--- config.mk ---
export PLATFORM = sky130hd
export DESIGN_NAME = id_hazard_ctrl
export DESIGN_NICKNAME = d
export VERILOG_FILES = /design/src/rtl/riscv_pkg.sv /design/src/rtl/id_use_decode.sv /design/src/rtl/id_hazard_ctrl.sv
export SDC_FILE = /design/constraint.sdc
export NUM_CORES = 1
export LEC_CHECK = 0
export ABC_AREA = 0
export CAP_MARGIN = 25
export CELL_PAD_IN_SITES_DETAIL_PLACEMENT = 0
export CELL_PAD_IN_SITES_GLOBAL_PLACEMENT = 1
export CORE_MARGIN = 5
export CORE_UTILIZATION = 30
export CTS_BUF_LIST = sky130_fd_sc_hd__clkbuf_8
export DETAILED_ROUTE_END_ITERATION = 8
export PLACE_DENSITY = 0.68
export SYNTH_ARGS = -nofsm -noshare
export SYNTH_HDL_FRONTEND = slang
export SYNTH_HIERARCHICAL = 1
export SYNTH_SLANG_ARGS = --single-unit
--- constraint.sdc ---
create_clock -name clk -period 2.2 [get_ports clk]
set_clock_uncertainty 0.2 [all_clocks]
set_input_delay 0.44 -clock clk [delete_from_list [all_inputs] [get_ports clk]]
set_output_delay 0.44 -clock clk [all_outputs]
set_load 0.02 [all_outputs]
--- src/rtl/riscv_pkg.sv ---
// Shared definitions for the decode-stage issue logic: opcode values,
// operand forward-select encodings and the in-flight destination slot.
package riscv_pkg;

  // Base-ISA major opcodes recognised by the decode stage
  localparam logic [6:0] OP_R      = 7'b0110011;
  localparam logic [6:0] OP_IMM    = 7'b0010011;
  localparam logic [6:0] OP_LOAD   = 7'b0000011;
  localparam logic [6:0] OP_STORE  = 7'b0100011;
  localparam logic [6:0] OP_BRANCH = 7'b1100011;
  localparam logic [6:0] OP_JALR   = 7'b1100111;
  localparam logic [6:0] OP_JAL    = 7'b1101111;
  localparam logic [6:0] OP_LUI    = 7'b0110111;
  localparam logic [6:0] OP_AUIPC  = 7'b0010111;

  // ALU operand source for the instruction sitting in EX
  localparam logic [1:0] FWD_RF  = 2'b00;  // register file (write-through covers WB)
  localparam logic [1:0] FWD_MEM = 2'b01;  // EX/MEM pipeline register
  localparam logic [1:0] FWD_WB  = 2'b10;  // MEM/WB pipeline register

  // One in-flight destination. Invalid slots are kept all-zero, so a
  // slot is either empty or names a real (non-x0) destination register.
  typedef struct packed {
    logic       v;
    logic [4:0] rd;
    logic       is_load;
  } slot_t;

  localparam slot_t SLOT_EMPTY = '{v: 1'b0, rd: 5'd0, is_load: 1'b0};

  // Select the freshest producer of a source register for an instruction
  // about to enter EX. `ex` becomes the EX/MEM producer and `mem` the
  // MEM/WB producer one edge later. A load still in EX cannot forward
  // (its data does not exist yet); that case is covered by the load-use
  // stall, so here it simply falls through to the older slot.
  function automatic logic [1:0] fwd_select(input logic       use_rs,
                                            input logic [4:0] rs,
                                            input slot_t      ex,
                                            input slot_t      mem);
    logic [1:0] sel;
    sel = FWD_RF;
    if (use_rs && (rs != 5'd0)) begin
      if (ex.v && !ex.is_load && (ex.rd == rs)) begin
        sel = FWD_MEM;
      end else if (mem.v && (mem.rd == rs)) begin
        sel = FWD_WB;
      end
    end
    return sel;
  endfunction

endpackage

--- src/rtl/id_use_decode.sv ---
// Opcode classifier: which source registers an instruction reads, whether
// it writes rd, and whether it is a load. Unknown opcodes behave as NOPs.
module id_use_decode
  import riscv_pkg::*;
(
  input  logic [6:0] opcode_i,
  output logic       use_rs1_o,
  output logic       use_rs2_o,
  output logic       writes_rd_o,
  output logic       is_load_o
);

  // Per-class operand usage table
  always_comb begin
    use_rs1_o   = 1'b0;
    use_rs2_o   = 1'b0;
    writes_rd_o = 1'b0;
    is_load_o   = 1'b0;
    case (opcode_i)
      OP_R: begin
        use_rs1_o   = 1'b1;
        use_rs2_o   = 1'b1;
        writes_rd_o = 1'b1;
      end
      OP_IMM: begin
        use_rs1_o   = 1'b1;
        writes_rd_o = 1'b1;
      end
      OP_LOAD: begin
        use_rs1_o   = 1'b1;
        writes_rd_o = 1'b1;
        is_load_o   = 1'b1;
      end
      OP_STORE: begin
        use_rs1_o = 1'b1;
        use_rs2_o = 1'b1;
      end
      OP_BRANCH: begin
        use_rs1_o = 1'b1;
        use_rs2_o = 1'b1;
      end
      OP_JALR: begin
        use_rs1_o   = 1'b1;
        writes_rd_o = 1'b1;
      end
      OP_JAL: begin
        writes_rd_o = 1'b1;
      end
      OP_LUI: begin
        writes_rd_o = 1'b1;
      end
      OP_AUIPC: begin
        writes_rd_o = 1'b1;
      end
      default: begin
        use_rs1_o   = 1'b0;
        use_rs2_o   = 1'b0;
        writes_rd_o = 1'b0;
        is_load_o   = 1'b0;
      end
    endcase
  end

endmodule

--- src/rtl/id_hazard_ctrl.sv ---
// Decode-stage issue controller. Tracks destinations in EX/MEM/WB, stalls
// ID for one cycle on a load-use dependency, bubbles EX when nothing
// issues, registers ALU forward selects alongside the EX entry and counts
// load-use stall cycles (saturating).
//
// Handshake: id_ready means ID may advance this cycle; issue = id_valid &
// id_ready & !flush, and an issued instruction occupies EX after the next
// rising edge. ex_hold freezes everything (including flush handling).
module id_hazard_ctrl
  import riscv_pkg::*;
#(
  parameter int CNT_W = 16
) (
  input  logic             clk,
  input  logic             rst_n,
  input  logic             id_valid,
  input  logic [6:0]       id_opcode,
  input  logic [4:0]       id_rd,
  input  logic [4:0]       id_rs1,
  input  logic [4:0]       id_rs2,
  input  logic             ex_hold,
  input  logic             flush,
  output logic             id_ready,
  output logic             issue,
  output logic             ex_bubble,
  output logic [1:0]       fwd_a_sel,
  output logic [1:0]       fwd_b_sel,
  output logic [CNT_W-1:0] stall_cnt
);

  logic use_rs1;
  logic use_rs2;
  logic writes_rd;
  logic is_load;

  slot_t ex_q, mem_q, wb_q;
  slot_t ex_d;
  slot_t id_entry;

  logic             luse;
  logic             ex_bubble_q, ex_bubble_d;
  logic [1:0]       fwd_a_q, fwd_a_d;
  logic [1:0]       fwd_b_q, fwd_b_d;
  logic [CNT_W-1:0] stall_cnt_q, stall_cnt_d;

  id_use_decode u_decode (
    .opcode_i    (id_opcode),
    .use_rs1_o   (use_rs1),
    .use_rs2_o   (use_rs2),
    .writes_rd_o (writes_rd),
    .is_load_o   (is_load)
  );

  // Load in EX whose result the ID instruction needs: data not ready yet
  always_comb begin
    luse = 1'b0;
    if (id_valid && ex_q.v && ex_q.is_load && (ex_q.rd != 5'd0)) begin
      luse = (use_rs1 && (id_rs1 == ex_q.rd)) ||
             (use_rs2 && (id_rs2 == ex_q.rd));
    end
  end

  assign id_ready = !ex_hold && !luse;
  assign issue    = id_valid && id_ready && !flush;

  // Tracker entry for the ID instruction; writes to x0 track as empty
  always_comb begin
    id_entry = SLOT_EMPTY;
    if (writes_rd && (id_rd != 5'd0)) begin
      id_entry = '{v: 1'b1, rd: id_rd, is_load: is_load};
    end
  end

  // Next EX contents, forward selects, bubble flag and stall count
  always_comb begin
    ex_d        = issue ? id_entry : SLOT_EMPTY;
    ex_bubble_d = !issue;
    fwd_a_d     = FWD_RF;
    fwd_b_d     = FWD_RF;
    if (issue) begin
      fwd_a_d = fwd_select(use_rs1, id_rs1, ex_q, mem_q);
      fwd_b_d = fwd_select(use_rs2, id_rs2, ex_q, mem_q);
    end
    stall_cnt_d = stall_cnt_q;
    if (luse && !flush && (stall_cnt_q != {CNT_W{1'b1}})) begin
      stall_cnt_d = stall_cnt_q + CNT_W'(1);
    end
  end

  // Pipeline shift and registered outputs; ex_hold freezes all of it
  always_ff @(posedge clk or negedge rst_n) begin
    if (!rst_n) begin
      ex_q        <= SLOT_EMPTY;
      mem_q       <= SLOT_EMPTY;
      wb_q        <= SLOT_EMPTY;
      ex_bubble_q <= 1'b1;
      fwd_a_q     <= FWD_RF;
      fwd_b_q     <= FWD_RF;
      stall_cnt_q <= '0;
    end else if (!ex_hold) begin
      wb_q        <= mem_q;
      mem_q       <= ex_q;
      ex_q        <= ex_d;
      ex_bubble_q <= ex_bubble_d;
      fwd_a_q     <= fwd_a_d;
      fwd_b_q     <= fwd_b_d;
      stall_cnt_q <= stall_cnt_d;
    end
  end

  assign ex_bubble = ex_bubble_q;
  assign fwd_a_sel = fwd_a_q;
  assign fwd_b_sel = fwd_b_q;
  assign stall_cnt = stall_cnt_q;

  // Slot invariant: empty slots are all-zero, valid slots never name x0.
  // The WB slot is tracked for completeness; the write-through register
  // file means it never needs a forward path.
  a_ex_slot:  assert property (@(posedge clk) disable iff (!rst_n)
                (ex_q.v && ex_q.rd != 5'd0) || (ex_q == SLOT_EMPTY));
  a_mem_slot: assert property (@(posedge clk) disable iff (!rst_n)
                (mem_q.v && mem_q.rd != 5'd0) || (mem_q == SLOT_EMPTY));
  a_wb_slot:  assert property (@(posedge clk) disable iff (!rst_n)
                (wb_q.v && wb_q.rd != 5'd0) || (wb_q == SLOT_EMPTY));

endmodule

==> run summary <==
OUTCOME
------------------------------------------------------------------------------------
Run status                                                              finished with violations
Failing checks                                                          negative setup slack

STA
------------------------------------------------------------------------------------
Slew at the pin closest to its max-slew limit                               0.558 ns
Sum of negative setup slack                                               -0.0477 ns
Shortest period the worst path allows                                        2.23 ns
Normalized max-slew margin                                                     0.628
Worst-case hold slack                                                       0.277 ns
Final Hold Violating Endpoints                                                     0
Setup repair after global routing missed its margin                              yes
Maximum frequency from static timing analysis                                449 MHz
Part of the cycle the worst path needs                                          1.01
Final setup slack of the worst path                                       -0.0261 ns
Setup violation total in the final timing report                                   2
Number of slew-limit violations in the final report                                0

LOGIC SYNTHESIS
------------------------------------------------------------------------------------
Multiplexer share of the synthesized area                                     0.0410
Commonest cells in the netlist                                          33 x sky130_fd_sc_hd__dfrtp_1, 20 x sky130_fd_sc_hd__xnor2_1, 18 x sky130_fd_sc_hd__nand2_1
Dominant combinational cell family by area after synthesis              simple AND/OR/NAND/NOR gates
Number of distinct library cells after synthesis                                  43
Number of flops mapped to enable cells by yosys                                    0
Number of cells produced by synthesis                                            177
Syn Std Cell Area                                                           1920 µm²
Post-Synth Simple-Gate Area                                                    0.233
Warnings, synthesis                                                                6
Dominant cell type by area after synthesis                              sky130_fd_sc_hd__dfrtp_1
Mean Syn Cell Area                                                          10.9 µm²
Leading post-synthesis cells by cell area                               sky130_fd_sc_hd__dfrtp_1 43%, sky130_fd_sc_hd__xnor2_1 9.1%, sky130_fd_sc_hd__xor2_1 6.8%, sky130_fd_sc_hd__a32o_1 3.6%, sky130_fd_sc_hd__nand2_1 3.5%
Area share of the leading cell type in the synthesized netlist                 0.430
Flops & latches, synth                                                            34
Post-synth ARST share                                                           1.00
Sequential share of the synthesized area                                       0.444
Compound-cell area share of the yosys netlist                                 0.0984
Most instantiated flip-flop cell in the synthesis netlist               sky130_fd_sc_hd__dfrtp_1
Share of the synthesized netlist area taken by xor and xnor gates              0.160
Most common cell in the synthesized netlist                             sky130_fd_sc_hd__dfrtp_1
Net count after synthesis                                                        205
Adder-cell share of the synthesized area                                     0.00651

CLOCK NETWORK
------------------------------------------------------------------------------------
Root buffer cell                                                        sky130_fd_sc_hd__clkbuf_8
Clk Latency, worst-skew pair                                                 0.30 ns
Clock-pin slew on the worst setup and hold paths                             0.07 ns
Clock tree buffer depth                                                            2
H-Tree Level Count                                                                 2
CTS tree                                                                         yes
TritonCTS sink count                                                              34
CTS buffer count                                                                   5

FLOORPLANNING
------------------------------------------------------------------------------------
Number of I/O pins                                                                50
Core Region                                                                 6280 µm²
Die boundary height                                                          90.0 µm
Core Rows                                                                         29
Initial Utilization                                                            0.306
Horizontal die dimension                                                     90.0 µm
Area of the die                                                             8100 µm²

CRITICAL PATH
------------------------------------------------------------------------------------
CP Class                                                                input port to primary output
Source of the worst register-to-register timing path                         ex_q[2]
Reg2reg end                                                             stall_cnt[8]
Worst Path Required                                                          1.56 ns
Arrival time of the worst setup path                                         1.59 ns
First element of the critical path                                      id_opcode[6]
Element type at the critical path start                                   input port
Worst Setup End Kind                                                    primary output
Flop2flop setup slack                                                        0.09 ns
Depth of the most critical reg-to-reg path                                         8
Termination of the worst setup path                                            issue
Largest fanout on the critical path                                                4

ROUTE
------------------------------------------------------------------------------------
DRT met1 WL                                                                  2530 µm
Drt via density                                                                 4.93
1st-pass router iterations                                                         4
Max Used Layer                                                                  met4
Routed len/inst                                                              15.1 µm
Overall via count from detail_route                                             1721
Met2 wirelength from detailed routing                                        2400 µm
Routed length on met3                                                         248 µm
Total Routed Length                                                          5260 µm
Iteration-0 DRC Markers                                                           49
Remaining design rule violation count                                              0
ANT nets after route                                                               0

POWER
------------------------------------------------------------------------------------
Total leakage power                                                          1.35 nW
Power per cell area                                                       509 nW/µm²
Peak ir drop on the vdd network                                               245 µV

CELLS AND AREA
------------------------------------------------------------------------------------
Area of combinational cells with multiple inputs                            1160 µm²
Number of inserted diodes                                                          0
Final std cells w/o fill                                                         349
Ratio of cells with drive above 1 in the final layout                          0.353
Register area                                                                856 µm²
Filler cell count in the final layout                                            592
Signed area change from the synthesized netlist to the final layout            57.6%
Final Net Count                                                                  299

PLACED DESIGN
------------------------------------------------------------------------------------
Weighted congestion at the end of routability-driven global placement          0.815
Final HPWL from detailed placement                                           3930 µm
Cell count after placement                                                       337
Port bufs                                                                         49
Worst slack at placement                                                   -0.928 ns

GLOBAL ROUTING
------------------------------------------------------------------------------------
All-layer global routing usage                                                 0.131
First-pass GRT wire length                                                   8740 µm
Pin count of the biggest net entering global routing                              35
Number of antenna violations at the first check in global routing                  0
Global route overflow                                                              0
Number of global-route vias before repair                                       1778

JOB
------------------------------------------------------------------------------------
Total of max-cap violations                                                        0

HOLD PATH
------------------------------------------------------------------------------------
Class of the tightest hold or removal check                             register to register

-- kinds of logic after synthesis --
kind of cell | after synthesis
DFF | 34
AOI/OAI and AO/OA | 21
and+or+nand+nor | 72
xor gates and xnor gates | 35
adders and majority gates | 1
muxes | 7
buffers and inverters | 7
-- how the worst min path moves through the flow --
stage | depth (start not counted) | start | to
2_1_floorplan | 0 | rst_n | ex_q[0]
3_3_place_gp | 2 | ex_bubble | ex_bubble
3_5_place_dp | 2 | ex_bubble | ex_bubble
4_1_cts | 2 | ex_bubble | ex_bubble
5_1_grt | 2 | ex_bubble | ex_bubble
6_report | 2 | ex_bubble | ex_bubble
-- sequential cells by signal (all words and copies together) (netlist names) --
name	count
ex_q	7
fwd_b_sel	2
stall_cnt	16
mem_q	6
ex_bubble	1
fwd_a_sel	2
-- report_power, final --
group | total [W] | internal [W] | switching, W
clock network | 0.000733 | 0.000484 | 0.000250
logic | 0.000174 | 0.0000908 | 0.0000828
registers | 0.000632 | 0.000629 | 0.00000335
total | 0.00154 | 0.00120 | 0.000336
-- cell usage in the layout, fill, tap and decap left out, types with 2 or more instances in the layout --
cell | Yosys | routed
sky130_fd_sc_hd__nand3_1 | 9 | 6
sky130_fd_sc_hd__nor4_4 | 1 | 3
sky130_fd_sc_hd__clkdlybuf4s50_1 | 0 | 29
sky130_fd_sc_hd__nand4b_1 | 2 | 2
sky130_fd_sc_hd__nor3_1 | 3 | 3
sky130_fd_sc_hd__nor2_1 | 10 | 10
sky130_fd_sc_hd__dfrtp_1 | 33 | 30
sky130_fd_sc_hd__buf_2 | 0 | 5
sky130_fd_sc_hd__nor3_2 | 3 | 2
sky130_fd_sc_hd__a21oi_2 | 2 | 3
sky130_fd_sc_hd__o21ai_0 | 2 | 2
sky130_fd_sc_hd__a32o_1 | 7 | 7
sky130_fd_sc_hd__nand2_1 | 18 | 18
sky130_fd_sc_hd__buf_6 | 1 | 3
sky130_fd_sc_hd__nand4_1 | 4 | 4
sky130_fd_sc_hd__bufinv_16 | 0 | 2
sky130_fd_sc_hd__xnor2_2 | 0 | 4
sky130_fd_sc_hd__xnor2_1 | 20 | 16
sky130_fd_sc_hd__mux2_2 | 6 | 6
sky130_fd_sc_hd__a21oi_1 | 3 | 2
sky130_fd_sc_hd__nand3_4 | 0 | 2
sky130_fd_sc_hd__nand3_2 | 4 | 6
sky130_fd_sc_hd__nor4_1 | 6 | 3
sky130_fd_sc_hd__dfrtp_2 | 0 | 3
sky130_fd_sc_hd__xor2_1 | 15 | 15
sky130_fd_sc_hd__nor4_2 | 2 | 3
sky130_fd_sc_hd__clkbuf_8 | 0 | 6
sky130_fd_sc_hd__inv_1 | 4 | 3
sky130_fd_sc_hd__buf_4 | 0 | 41
sky130_fd_sc_hd__dlygate4sd2_1 | 0 | 11
-- stage by stage --
| step | power [W] | instance area [µm²] | utilization |
|---|---|---|---|
| 6_report | 0.00154 | 3030 | 0.482 |
| 5_1_grt | 0.00160 | 3030 | 0.482 |
| 4_1_cts | 0.00155 | 2960 | 0.471 |
| 3_5_place_dp | 0.000821 | 2770 | 0.442 |
| 3_3_place_gp | 0.000821 | 2770 | 0.442 |
| 2_1_floorplan | 0.000697 | 1930 | - |
-- final cells by class --
cell class,count,area share
clock inverters,2,0.0198
inverters,4,0.00496
multi-input cells,137,0.384
flip-flops and latches,34,0.283
well taps,77,0.0318
clock buffers,6,0.0273
repair buffers,89,0.249
-- worst max-delay path: stages --
cell and delay, ns:
sky130_fd_sc_hd__buf_6 0.10, sky130_fd_sc_hd__a2111oi_4 0.41, sky130_fd_sc_hd__nand3_2 0.14, sky130_fd_sc_hd__o22ai_4 0.22, sky130_fd_sc_hd__a21oi_2 0.10, sky130_fd_sc_hd__buf_4 0.16
-- per-layer routing --
metal / track usage / up-vias
met1: 0.182 / 842
met3: 0.0376 / 7
met2: 0.197 / 40
met5: 0 / -
met4: 0.0434 / 0
li1: - / 832
-- what timing repair did --
action / CTS / global route
setup buffers: 2 / 1
hold buffers: 0 / 0
setup endpoints to repair: 28 / 9
pin swaps: 13 / 0
gates cloned: 1 / 0
resized for setup: 63 / 9
(Power assumes the default switching activity.)
